`src/rtl/io_user_pkg.sv`:
```
// Shared constants and helpers for the board input-conditioning block.
package io_user_pkg;

   localparam int N_SW            = 4;
   localparam int N_BTN           = 4;
   localparam int DEF_DEBOUNCE_MS = 10;
   localparam int DEF_LONG_MS     = 1000;

   function automatic int ticks_per_ms(input int clk_hz);
      return clk_hz / 1000;
   endfunction

endpackage

```
`src/rtl/io_debounce_ch.sv`:
```
// One input channel: 2-flop synchroniser, tick-quantised debounce, edge pulses.
import io_user_pkg::*;

module io_debounce_ch #(
   parameter int DEBOUNCE_MS = DEF_DEBOUNCE_MS
) (
   input  logic I_CLK_100MHZ,
   input  logic I_RST,
   input  logic I_TICK,
   input  logic I_RAW,
   output logic O_LVL,
   output logic O_RISE,
   output logic O_FALL
);

   localparam int CW = $clog2(DEBOUNCE_MS + 1);

   logic [1:0]    sync;
   logic [CW-1:0] cnt;
   logic          stable;
   logic          stable_d;
   logic          rise;
   logic          fall;

   always_ff @(posedge I_CLK_100MHZ or posedge I_RST) begin
      if (I_RST) begin
         sync     <= '0;
         cnt      <= '0;
         stable   <= 1'b0;
         stable_d <= 1'b0;
         rise     <= 1'b0;
         fall     <= 1'b0;
      end else begin
         sync <= {sync[0], I_RAW};
         // Any return to the stable level restarts the qualification window.
         if (sync[1] == stable) begin
            cnt <= '0;
         end else if (I_TICK) begin
            if (cnt == CW'(DEBOUNCE_MS - 1)) begin
               stable <= sync[1];
               cnt    <= '0;
            end else begin
               cnt <= cnt + CW'(1);
            end
         end
         stable_d <= stable;
         rise     <= stable & ~stable_d;
         fall     <= ~stable & stable_d;
      end
   end

   // stable_d is the registered level, so it lines up with the edge pulses.
   assign O_LVL  = stable_d;
   assign O_RISE = rise;
   assign O_FALL = fall;

endmodule

```
`src/rtl/io_user_inputs.sv`:
```
// Conditions Arty A7 switches and buttons: shared 1 ms tick, debounce, edge and long-press pulses.
import io_user_pkg::*;

module io_user_inputs #(
   parameter int CLK_FREQ_HZ = 100_000_000,
   parameter int DEBOUNCE_MS = DEF_DEBOUNCE_MS,
   parameter int LONG_MS     = DEF_LONG_MS
) (
   input  logic             I_CLK_100MHZ,
   input  logic             I_RST,
   input  logic [N_SW-1:0]  I_SW,
   input  logic [N_BTN-1:0] I_BTN,
   output logic [N_SW-1:0]  O_SW,
   output logic [N_SW-1:0]  O_SW_CHG,
   output logic [N_BTN-1:0] O_BTN,
   output logic [N_BTN-1:0] O_BTN_PRESS,
   output logic [N_BTN-1:0] O_BTN_RELEASE,
   output logic [N_BTN-1:0] O_BTN_LONG,
   output logic             O_TICK_1MS
);

   localparam int TPM = ticks_per_ms(CLK_FREQ_HZ);
   localparam int PW  = $clog2(TPM);
   localparam int LW  = $clog2(LONG_MS + 1);

   logic [PW-1:0]             pcnt;
   logic                      tick;
   logic [N_SW-1:0]           sw_rise;
   logic [N_SW-1:0]           sw_fall;
   logic [N_BTN-1:0][LW-1:0]  lcnt;
   logic [N_BTN-1:0]          long_p;

   always_ff @(posedge I_CLK_100MHZ or posedge I_RST) begin
      if (I_RST) pcnt <= '0;
      else if (tick) pcnt <= '0;
      else pcnt <= pcnt + PW'(1);
   end

   assign tick       = (pcnt == PW'(TPM - 1));
   assign O_TICK_1MS = tick;

   for (genvar i = 0; i < N_SW; i++) begin : g_sw
      io_debounce_ch #(.DEBOUNCE_MS(DEBOUNCE_MS)) u_ch (
         .I_CLK_100MHZ (I_CLK_100MHZ),
         .I_RST        (I_RST),
         .I_TICK       (tick),
         .I_RAW        (I_SW[i]),
         .O_LVL        (O_SW[i]),
         .O_RISE       (sw_rise[i]),
         .O_FALL       (sw_fall[i])
      );
   end

   assign O_SW_CHG = sw_rise | sw_fall;

   for (genvar i = 0; i < N_BTN; i++) begin : g_btn
      io_debounce_ch #(.DEBOUNCE_MS(DEBOUNCE_MS)) u_ch (
         .I_CLK_100MHZ (I_CLK_100MHZ),
         .I_RST        (I_RST),
         .I_TICK       (tick),
         .I_RAW        (I_BTN[i]),
         .O_LVL        (O_BTN[i]),
         .O_RISE       (O_BTN_PRESS[i]),
         .O_FALL       (O_BTN_RELEASE[i])
      );
   end

   // Saturating hold counter: the pulse fires only on the LONG_MS-1 -> LONG_MS step.
   always_ff @(posedge I_CLK_100MHZ or posedge I_RST) begin
      if (I_RST) begin
         lcnt   <= '0;
         long_p <= '0;
      end else begin
         for (int i = 0; i < N_BTN; i++) begin
            if (!O_BTN[i]) lcnt[i] <= '0;
            else if (tick && lcnt[i] != LW'(LONG_MS)) lcnt[i] <= lcnt[i] + LW'(1);
            long_p[i] <= O_BTN[i] & tick & (lcnt[i] == LW'(LONG_MS - 1));
         end
      end
   end

   assign O_BTN_LONG = long_p;

endmodule

```
`config.mk`:
```
export PLATFORM = sky130hd
export DESIGN_NAME = io_user_inputs
export DESIGN_NICKNAME = d
export VERILOG_FILES = /design/src/rtl/io_user_pkg.sv /design/src/rtl/io_debounce_ch.sv /design/src/rtl/io_user_inputs.sv
export SDC_FILE = /design/constraint.sdc
export NUM_CORES = 1
export LEC_CHECK = 0
export ABC_CLOCK_PERIOD_IN_PS = 3600
export CELL_PAD_IN_SITES_DETAIL_PLACEMENT = 1
export CELL_PAD_IN_SITES_GLOBAL_PLACEMENT = 1
export CORE_ASPECT_RATIO = 1.5
export CORE_MARGIN = 1
export CORE_UTILIZATION = 35
export CTS_BUF_LIST = sky130_fd_sc_hd__clkbuf_4
export DETAILED_ROUTE_END_ITERATION = 8
export GPL_ROUTABILITY_DRIVEN = 0
export GPL_TIMING_DRIVEN = 0
export PLACE_DENSITY_LB_ADDON = 0.1
export SLEW_MARGIN = 20
export SYNTH_ARGS = -nofsm -noshare
export SYNTH_HDL_FRONTEND = slang
export SYNTH_HIERARCHICAL = 1
export SYNTH_SLANG_ARGS = --single-unit
export TNS_END_PERCENT = 50
```
`constraint.sdc`:
```
create_clock -name I_CLK_100MHZ -period 3.6 [get_ports I_CLK_100MHZ]
set_clock_uncertainty 0.2 [all_clocks]
set_input_delay 0.9 -clock I_CLK_100MHZ [delete_from_list [all_inputs] [get_ports I_CLK_100MHZ]]
set_output_delay 0.9 -clock I_CLK_100MHZ [all_outputs]
set_load 0.005 [all_outputs]
```
==> summary.txt, run 1 <==
Cells and area
  – Fraction of layout cells with a size suffix above 1: 0.173
  – Cell Count, Final, Fillers Out: 883
  – Post-route cell area: 0.00762 sq mm
  – Fillers: 1972
  – Layout Utilization: 0.427
  – Layout overhead on the synthesized area: 19.4%
  – Final net count: 671

Timing
  – Tcrit/Tclk final: 0.877
  – Final hold vios: 0
  – Worst-Margin Slew: 0.584 ns
  – Worst relative slew slack: 0.610
  – RSZ-0062 raised after global routing: no
  – Final Max Slew Viols: 0
  – PnR worst setup slack: 0.442 ns
  – Final Critical Period: 3.16 ns
  – Peak Freq: 317 MHz
  – Endpoints failing setup: 0

Critical path
  – CP Capture Point: O_TICK_1MS
  – CP Class: reg -> out
  – Worst path max stage delay: 0.46 ns
  – Startpoint Class: flip-flop
  – Internal reg-to-reg setup slack: 0.95 ns
  – Critical Path Stages: 6
  – Critical path, cell by cell: nor4b_4, nand3_2, buf_8, nor2_4, buf_12, dlymetal6s2s_1
  – CP top delay family: simple AND/OR/NAND/NOR gates
  – Critical path required time: 2.50 ns
  – Worst Reg-to-Reg Cells: 9
  – Crit path buf inv count: 3
  – Slowest library cell on the worst path: dfrtp_2
  – CP max FO: 4
  – Crit path launch: pcnt[12]
  – FF-to-FF Start: pcnt[12]
  – CP endpoint kind: primary output
  – CP arrival: 2.06 ns
  – Reg-to-reg endpoint: g_sw[3].u_ch/stable

Synth
  – Syn avg cell area: 11.0 sq um
  – Syn. warnings: 6
  – Post-synth ARST share: 1.00
  – Post-synth EDFFs: 0
  – Sequential area share after synthesis: 0.552
  – Mapped Area: 0.00639 sq mm
  – Cell count after synthesis: 582
  – Count of cell types in the netlist: 43
  – Top_reg_cell synth: dfrtp_1
  – Syn nets: 601
  – Synth Register Bits: 141

Clock tree
  – Worst-path clk slew: 0.15 ns
  – Num CTS Buffers: 17
  – Maximum root-to-sink buffer count: 2
  – CTS Hold Bufs: 0
  – Htree depth: 4
  – Sink Count: 141
  – Root buf cell: clkbuf_4
  – Skew-Pair Late Insertion Delay: 0.57 ns
  – CTS tree: built

Die
  – Die Y: 167 microns
  – Core box area: 0.0179 sq mm
  – Die Area: 0.0188 sq mm
  – FP Rows: 60
  – Die width: 112 microns
  – Initial Utilization: 0.357
  – Ports: 35

Flow run
  – Max Cap Viol: 0

Global route
  – First-pass GRT wire length: 25800 microns
  – Initial antenna violation count: 1
  – Met2 Use GR: 0.332
  – Vias in the first global route: 5225
  – GRT met1 Usage: 0.191
  – M3 GR Usage: 0.0347
  – Aggregate global routing overflow: 0
  – GRT Util Overall: 0.175
  – Busiest grt layer: met2
  – Largest net degree at the start of global routing: 36

Route
  – Initial DRC Count: 128
  – Via count: 4567
  – Vias per cell: 5.17
  – Wirelength per Cell: 16.9 microns
  – Post-route ant nets: 0
  – DRT Wirelength: 14900 microns
  – DR DRC count: 1
  – DRT Pass-1 Iters: 6

Placed design
  – DP Wirelength: 10000 microns
  – PortBufs: 34
  – DP Worst Slack: -0.753 ns
  – Placed cell area: 0.00702 sq mm
  – Placed cell count: 834

Run status
  – Violated checks: DRC
  – Status: complete, but fails checks

Power
  – Leakage: 3.24 nW
  – Cell Pwr Density: 377 mW/mm^2
  – IR drop worst, VDD: 0.296 mV
  – Power consumption: 2.87 mW

Hold path
  – Type of the worst min-delay path: reg -> reg
[stage by stage]
step	hold WS, ns	TNS (ns)
global route	0.180	0
finish	0.155	0
global placement	0.133	-42.78
detailed placement	0.137	-1.66
floorplan	0.131	0
CTS	0.162	0
[logic make-up after synthesis]
family                   share of synthesized area
flip-flops                                   0.552
buffers and inverters                       0.0198
multiplexers                                0.0266
AO/OA/AOI/OAI                               0.0656
adder cells (fa/ha/maj)                     0.0176
XOR/XNOR                                    0.0727
AND/OR/NAND/NOR                              0.245
[per-layer routing]
layer / vias up / wire length, microns
li1: 2163 / -
met1: 2346 / 6090
met2: 43 / 8290
met3: 15 / 280
met4: 0 / 247
met5: - / 0
[cells in the mapped netlist, types with 9 or more instances]
cell type	instances	area [sq um]
xor2_1	18	158
and3_1	11	68.8
inv_1	20	75.1
nor4_1	15	93.8
dfrtp_1	141	3530
ha_1	9	113
and2_1	15	93.8
nand3_1	29	145
nand4_1	14	87.6
nand2_1	34	128
a21oi_1	15	75.1
xnor2_1	35	307
nor2b_1	33	206
or3_1	19	119
o21ai_0	26	130
nor3_1	9	45.0
nor2_1	29	109
[registers in the layout (all words and copies together) (netlist names)]
register	count
lcnt	40
pcnt	17
g_btn.u_ch/cnt	16
g_sw.u_ch/cnt	16
g_btn.u_ch/sync	8
g_sw.u_ch/sync	8
O_BTN_LONG	4
g_btn.u_ch/O_FALL	4
g_btn.u_ch/O_LVL	4
g_btn.u_ch/O_RISE	4
g_btn.u_ch/stable	4
g_sw.u_ch/O_FALL	4
g_sw.u_ch/O_LVL	4
g_sw.u_ch/O_RISE	4
g_sw.u_ch/stable	4
[worst min-delay path by stage]
stage | from | endpoint | slack [ns] | cells past startpoint
3_5_place_dp | g_sw[0].u_ch/sync[0] | g_sw[0].u_ch/sync[1] | 0.14 | 0
5_1_grt | g_btn[3].u_ch/sync[0] | g_btn[3].u_ch/sync[1] | 0.18 | 0
6_report | g_sw[0].u_ch/sync[0] | g_sw[0].u_ch/sync[1] | 0.16 | 0
4_1_cts | g_sw[0].u_ch/sync[0] | g_sw[0].u_ch/sync[1] | 0.16 | 0
3_3_place_gp | g_btn[2].u_ch/sync[0] | g_btn[2].u_ch/sync[1] | 0.13 | 0
2_1_floorplan | g_btn[0].u_ch/sync[0] | g_btn[0].u_ch/sync[1] | 0.13 | 0
[placed cells by master, fill, tap and decap left out, types with 9 or more instances in the layout]
cell type,n
dfrtp_1,137
xnor2_1,35
nand2_1,34
nor2b_1,33
clkdlybuf4s50_1,33
nor2_1,28
nand3_1,27
o21ai_0,26
or3_1,19
inv_1,19
xor2_1,18
clkbuf_4,18
a21oi_1,15
and2_1,15
nor4_1,15
buf_4,15
nand4_1,14
and3_1,11
nor3_1,9
[final cells by class]
class / count / area (sq um) / share of cell area
Sequential cell: 141 / 3530 / 0.463
Multi-Input combinational cell: 410 / 2790 / 0.366
Timing Repair Buffer: 51 / 533 / 0.0699
Tap cell: 217 / 272 / 0.0356
Clock inverter: 14 / 205 / 0.0269
Clock buffer: 18 / 135 / 0.0177
Inverter: 21 / 81.3 / 0.0107
Buffer: 10 / 73.8 / 0.00968
Antenna cell: 1 / 2.50 / 0.000328
[power breakdown]
part	total (mW)	switching, mW	internal, mW
logic	0.0553	0.0410	0.0144
clock network	1.22	0.644	0.577
registers	1.60	0.00401	1.59
[timing repair]
action,4_1_cts,5_1_grt
endpoints found under the hold margin,0,0
gates cloned,2,0
endpoints found under the setup margin,16,1
resized for setup,17,6
setup buffers,7,7
pin swaps,2,4
No activity file was read; power rests on OpenSTA's default activity.
==> run 2: changes to the inputs <==
--- a/config.mk
+++ b/config.mk
@@ -6,6 +6,7 @@
 export NUM_CORES = 1
 export LEC_CHECK = 0
 export ABC_CLOCK_PERIOD_IN_PS = 3600
+export CAP_MARGIN = 20
 export CELL_PAD_IN_SITES_DETAIL_PLACEMENT = 1
 export CELL_PAD_IN_SITES_GLOBAL_PLACEMENT = 1
 export CORE_ASPECT_RATIO = 1.5
@@ -14,7 +15,7 @@
 export CTS_BUF_LIST = sky130_fd_sc_hd__clkbuf_4
 export DETAILED_ROUTE_END_ITERATION = 8
 export GPL_ROUTABILITY_DRIVEN = 0
-export GPL_TIMING_DRIVEN = 0
+export GPL_TIMING_DRIVEN = 1
 export PLACE_DENSITY_LB_ADDON = 0.1
 export SLEW_MARGIN = 20
 export SYNTH_ARGS = -nofsm -noshare
==> summary.txt, run 2 (synthesis results as in run 1) <==
Run status
  – Status: complete, but fails checks
  – Violated checks: DRC

Cells and area
  – Final net count: 649
  – Fillers: 1967
  – Layout overhead on the synthesized area: 15.0%
  – Most frequent cells in the layout: dfrtp_1 (141), xnor2_1 (35), nand2_1 (34), clkdlybuf4s50_1 (34), nor2b_1 (33)
  – Fraction of layout cells with a size suffix above 1: 0.137
  – Most common cell after layout, fill and taps aside: dfrtp_1
  – Most flops, register: lcnt
  – Top Registers: lcnt: 40 flops, pcnt: 17 flops
  – Max reg flops: 40
  – Post-route cell area: 0.00735 sq mm

Placed design
  – DP Wirelength: 9490 microns
  – PortBufs: 34
  – Placed cell area: 0.00701 sq mm

Critical path
  – Crit path buf inv count: 1
  – Worst path max stage delay: 0.51 ns
  – Slowest library cell on the worst path: clkdlybuf4s50_1
  – CP Class: reg -> out
  – CP max FO: 5
  – Crit path launch: pcnt[8]
  – Startpoint Class: flip-flop
  – Critical path, cell by cell: nor4b_2, nand3_2, nor2_4, clkdlybuf4s50_1
  – CP arrival: 2.29 ns
  – CP top delay family: simple AND/OR/NAND/NOR gates
  – FF-to-FF Start: pcnt[8]
  – Critical path required time: 2.50 ns
  – CP endpoint kind: primary output

Clock tree
  – CTS Hold Bufs: 0
  – Htree depth: 4
  – Worst-path clk slew: 0.13 ns
  – Skew-Pair Late Insertion Delay: 0.54 ns
  – Root buf cell: clkbuf_4
  – CTS resizes: 0
  – Sink Count: 141
  – CTS tree: built
  – Num CTS Buffers: 17
  – Maximum root-to-sink buffer count: 2
  – Post-CTS Repair Setup Buffers: 0

Hold path
  – Hold_sp: g_sw[3].u_ch/sync[0]
  – Type of the worst min-delay path: reg -> reg

Flow run
  – Max Cap Viol: 0

Global route
  – Initial antenna violation count: 1
  – Vias in the first global route: 4932
  – Aggregate global routing overflow: 0
  – GRT Util Overall: 0.160
  – Largest net degree at the start of global routing: 62
  – First-pass GRT wire length: 23900 microns

Die
  – Initial Utilization: 0.357
  – Die width: 112 microns
  – Ports: 35
  – FP Rows: 60
  – Die Area: 0.0188 sq mm
  – Die Y: 167 microns
  – Core box area: 0.0179 sq mm

Timing
  – Final Critical Period: 3.39 ns
  – RSZ-0062 raised after global routing: no
  – Hold slack final: 0.165 ns
  – Peak Freq: 295 MHz
  – Endpoints failing setup: 0
  – Sum of negative setup slack: 0 ns
  – Worst-Margin Slew: 0.587 ns
  – Final hold vios: 0
  – Tcrit/Tclk final: 0.942
  – Worst relative slew slack: 0.609
  – Final Max Slew Viols: 0

Route
  – Vias per cell: 5.14
  – DRT Wirelength: 13600 microns
  – Via count: 4424
  – Wirelength per Cell: 15.8 microns
  – DRT Pass-1 Iters: 6
  – Initial DRC Count: 151
  – DR DRC count: 1
  – Post-route ant nets: 0

Power
  – Clock power share: 0.414
  – Cell Pwr Density: 384 mW/mm^2
  – Switching Fraction: 0.228
  – Combinational power share: 0.020
  – Sequential share of power: 0.566
  – Leakage: 3.09 nW
  – Internal power: 2.18 mW
  – Net Switching: 643 uW
  – IR drop worst, VDD: 0.199 mV
==> run 2: cell count changes in the layout (fill, tap and decap cells not counted), sizes merged, moves of 2 or more <==
cell | previous run | this run
buf | 22 | 5
inv | 26 | 23
bufbuf | 2 | 0
clkbuf | 21 | 19
clkinvlp | 0 | 2
==> run 2: layout make-up <==
type                       count  area (sq um)  share of cell area
sequential                   141          3530               0.480
multi-input combinational    410          2750               0.374
timing repair buffer          39           390              0.0531
tap                          217           272              0.0370
clock inverter                13           188              0.0255
clock buffer                  19           143              0.0194
inverter                      21          78.8              0.0107
antenna                        1          2.50            0.000341
==> run 2: worst paths after layout <==
| kind | end | slack, ns | depth (start not counted) |
|---|---|---|---|
| min in group asynchronous | g_sw[1].u_ch/O_RISE | 0.85 | 2 |
| max in group asynchronous | pcnt[1] | 1.98 | 3 |
| setup reg to reg | g_sw[1].u_ch/stable | 0.77 | 7 |
| hold reg to reg | g_sw[3].u_ch/sync[1] | 0.16 | 0 |
| hold / removal | g_sw[3].u_ch/sync[1] | 0.16 | 0 |
| setup / recovery | O_TICK_1MS | 0.21 | 4 |
==> run 2: through the flow <==
stage / power [mW] / worst slack [ns] / util / instances
2_1_floorplan: 1.66 / 0.729 / - / 582
3_3_place_gp: 1.68 / 0.734 / 0.392 / 828
3_5_place_dp: 1.69 / 0.617 / 0.392 / 828
4_1_cts: 2.89 / 0.0243 / 0.411 / 860
5_1_grt: 2.95 / 0.0332 / 0.411 / 861
6_report: 2.82 / 0.208 / 0.411 / 861
==> run 2: worst reg2reg max path: stages, from the launching register on <==
cell	delay, ns
dfrtp_1	0.47
nor4b_2	0.40
nand3_2	0.24
nor2_4	0.15
buf_4	0.48
nand2_2	0.19
nor3b_1	0.25
mux2_2	0.36
==> run 2: power by group through the flow <==
stage	combinational, mW	sequential [mW]	clock [mW]
2_1_floorplan	0.0312	1.63	0
3_3_place_gp	0.0567	1.63	0
3_5_place_dp	0.0588	1.63	0
4_1_cts	0.0590	1.60	1.23
5_1_grt	0.0644	1.60	1.28
6_report	0.0551	1.60	1.17
==> run 2: layer usage <==
metal  GRT usage  share of wire  vias to the layer above  wire length [microns]
met5           0              0                        -                      0
met4      0.0557          0.015                        0                    201
met3      0.0366          0.022                       14                    295
met2       0.289           0.53                       45                   7280
met1       0.184           0.43                     2253                   5850
li1            -              -                     2112                      -
==> run 3: changes to the inputs <==
--- a/config.mk
+++ b/config.mk
@@ -10,7 +10,7 @@
 export CELL_PAD_IN_SITES_DETAIL_PLACEMENT = 1
 export CELL_PAD_IN_SITES_GLOBAL_PLACEMENT = 1
 export CORE_ASPECT_RATIO = 1.5
-export CORE_MARGIN = 1
+export CORE_MARGIN = 4
 export CORE_UTILIZATION = 35
 export CTS_BUF_LIST = sky130_fd_sc_hd__clkbuf_4
 export DETAILED_ROUTE_END_ITERATION = 8
==> summary.txt, run 3 (synthesis results as in run 1) <==
Cells and area
  – Fraction of layout cells with a size suffix above 1: 0.136
  – Most frequent cells in the layout: dfrtp_1 (141), xnor2_1 (35), nand2_1 (34), clkdlybuf4s50_1 (34), nor2b_1 (33)
  – Final net count: 649
  – Post-route cell area: 0.00726 sq mm
  – Area of the multi-input gates: 0.00275 sq mm
  – Cell Count, Final, Fillers Out: 860
  – Most flops, register: lcnt
  – Top Registers: lcnt: 40 flops, pcnt: 17 flops
  – Fillers: 1972
  – Sequential Area: 0.00353 sq mm
  – Layout overhead on the synthesized area: 13.7%
  – Most common cell after layout, fill and taps aside: dfrtp_1
  – Max reg flops: 40

Global route
  – Aggregate global routing overflow: 0
  – Initial antenna violation count: 1
  – Vias in the first global route: 4877
  – First-pass GRT wire length: 24000 microns
  – Largest net degree at the start of global routing: 62
  – GRT Util Overall: 0.143

Hold path
  – Type of the worst min-delay path: reg -> reg
  – Hold_sp: g_sw[3].u_ch/sync[0]
  – Worst Hold Endpoint: g_sw[3].u_ch/sync[1]
  – Hold Crit Depth: 0

Placed design
  – Placed cell count: 828
  – Placed cell area: 0.00701 sq mm
  – DP Wirelength: 9570 microns
  – PortBufs: 34

Route
  – Vias per cell: 5.18
  – DR DRC count: 0
  – Post-route ant nets: 0
  – DRT Wirelength: 13700 microns
  – Via count: 4453
  – Wirelength per Cell: 15.9 microns
  – DRT Pass-1 Iters: 4
  – Initial DRC Count: 97

Timing
  – Final Critical Period: 3.39 ns
  – Sum of negative setup slack: 0 ns
  – Worst relative slew slack: 0.611
  – Worst-Margin Slew: 0.584 ns
  – Final Max Slew Viols: 0
  – RSZ-0062 raised after global routing: no
  – Tcrit/Tclk final: 0.941
  – Endpoints failing setup: 0
  – Peak Freq: 295 MHz
  – Final hold vios: 0

Critical path
  – Reg-to-reg endpoint: g_btn[0].u_ch/stable
  – Startpoint Class: flip-flop
  – Worst Reg-to-Reg Cells: 8
  – Internal reg-to-reg setup slack: 0.78 ns
  – CP endpoint kind: primary output
  – CP Class: reg -> out
  – CP arrival: 2.29 ns
  – FF-to-FF Start: pcnt[0]
  – Critical path required time: 2.50 ns
  – CP max FO: 5

Die
  – Die width: 118 microns
  – Initial Utilization: 0.356
  – Die Area: 0.0205 sq mm
  – FP Rows: 60
  – Die Y: 173 microns
  – Ports: 35
  – Core box area: 0.0179 sq mm

Clock tree
  – Skew-Pair Late Insertion Delay: 0.54 ns
  – Maximum root-to-sink buffer count: 2
  – Post-CTS Repair Setup Buffers: 0
  – Root buf cell: clkbuf_4
  – Worst-path clk slew: 0.12 ns
  – CTS tree: built
  – CTS resizes: 0
  – CTS Hold Bufs: 0
  – Num CTS Buffers: 17
  – Sink Count: 141
  – Htree depth: 4

Flow run
  – Max Cap Viol: 0

Power
  – Power consumption: 2.57 mW
  – Leakage: 3.05 nW
  – IR drop worst, VDD: 0.172 mV
  – Cell Pwr Density: 354 mW/mm^2

Run status
  – Status: finished clean
==> run 3: cell count changes in the layout (fill, tap and decap cells not counted) <==
cell and change:
clkinv_2 +3, clkinvlp_4 +1, diode_2 +1, bufinv_16 -3, inv_6 -3, clkinv_1 -1
clkinv_4 +1
==> run 3: worst max path at each step <==
stage / from / slack, ns / end / depth (start not counted)
floorplan: pcnt[12] / 0.73 / O_TICK_1MS / 5
global placement: pcnt[0] / 0.76 / O_TICK_1MS / 5
detailed placement: pcnt[0] / 0.65 / g_btn[0].u_ch/stable / 8
CTS: pcnt[0] / 0.02 / O_TICK_1MS / 5
global route: pcnt[0] / 0.01 / O_TICK_1MS / 5
finish: pcnt[0] / 0.21 / O_TICK_1MS / 5
==> run 3: final cells by class <==
type / count / area share
Inverter: 21 / 0.0109
Tap cell: 217 / 0.0374
Antenna cell: 2 / 0.000689
Timing Repair Buffer: 39 / 0.0538
Sequential cell: 141 / 0.486
Clock buffer: 19 / 0.0196
Multi-Input combinational cell: 410 / 0.378
Clock inverter: 11 / 0.0136
==> run 3: report_power, final <==
group / switching [mW] / internal [mW] / total [mW]
logic: 0.0400 / 0.0143 / 0.0543
registers: 0.00399 / 1.59 / 1.60
clock network: 0.571 / 0.347 / 0.918
total: 0.615 / 1.95 / 2.57
==> run 3: through the flow <==
stage / util / hold WS, ns / setup WS (ns)
floorplan: - / 0.131 / 0.729
global placement: 0.391 / 0.132 / 0.760
detailed placement: 0.391 / 0.136 / 0.652
CTS: 0.404 / 0.165 / 0.0154
global route: 0.405 / 0.170 / 0.0118
finish: 0.405 / 0.160 / 0.212
==> run 3: critical path, cell delays in order, from the launching register on <==
cell	delay (ns)
dfrtp_1	0.43
ha_1	0.26
and3b_1	0.23
nand3_2	0.18
nor2_4	0.14
clkdlybuf4s50_1	0.51
==> run 3: metal layers <==
metal | part of all wire | vias up | GRT usage
met1 | 0.42 | 2290 | 0.166
met4 | 0.0094 | 0 | 0.0455
li1 | - | 2112 | -
met3 | 0.025 | 8 | 0.0349
met2 | 0.55 | 43 | 0.256
met5 | 0 | - | 0
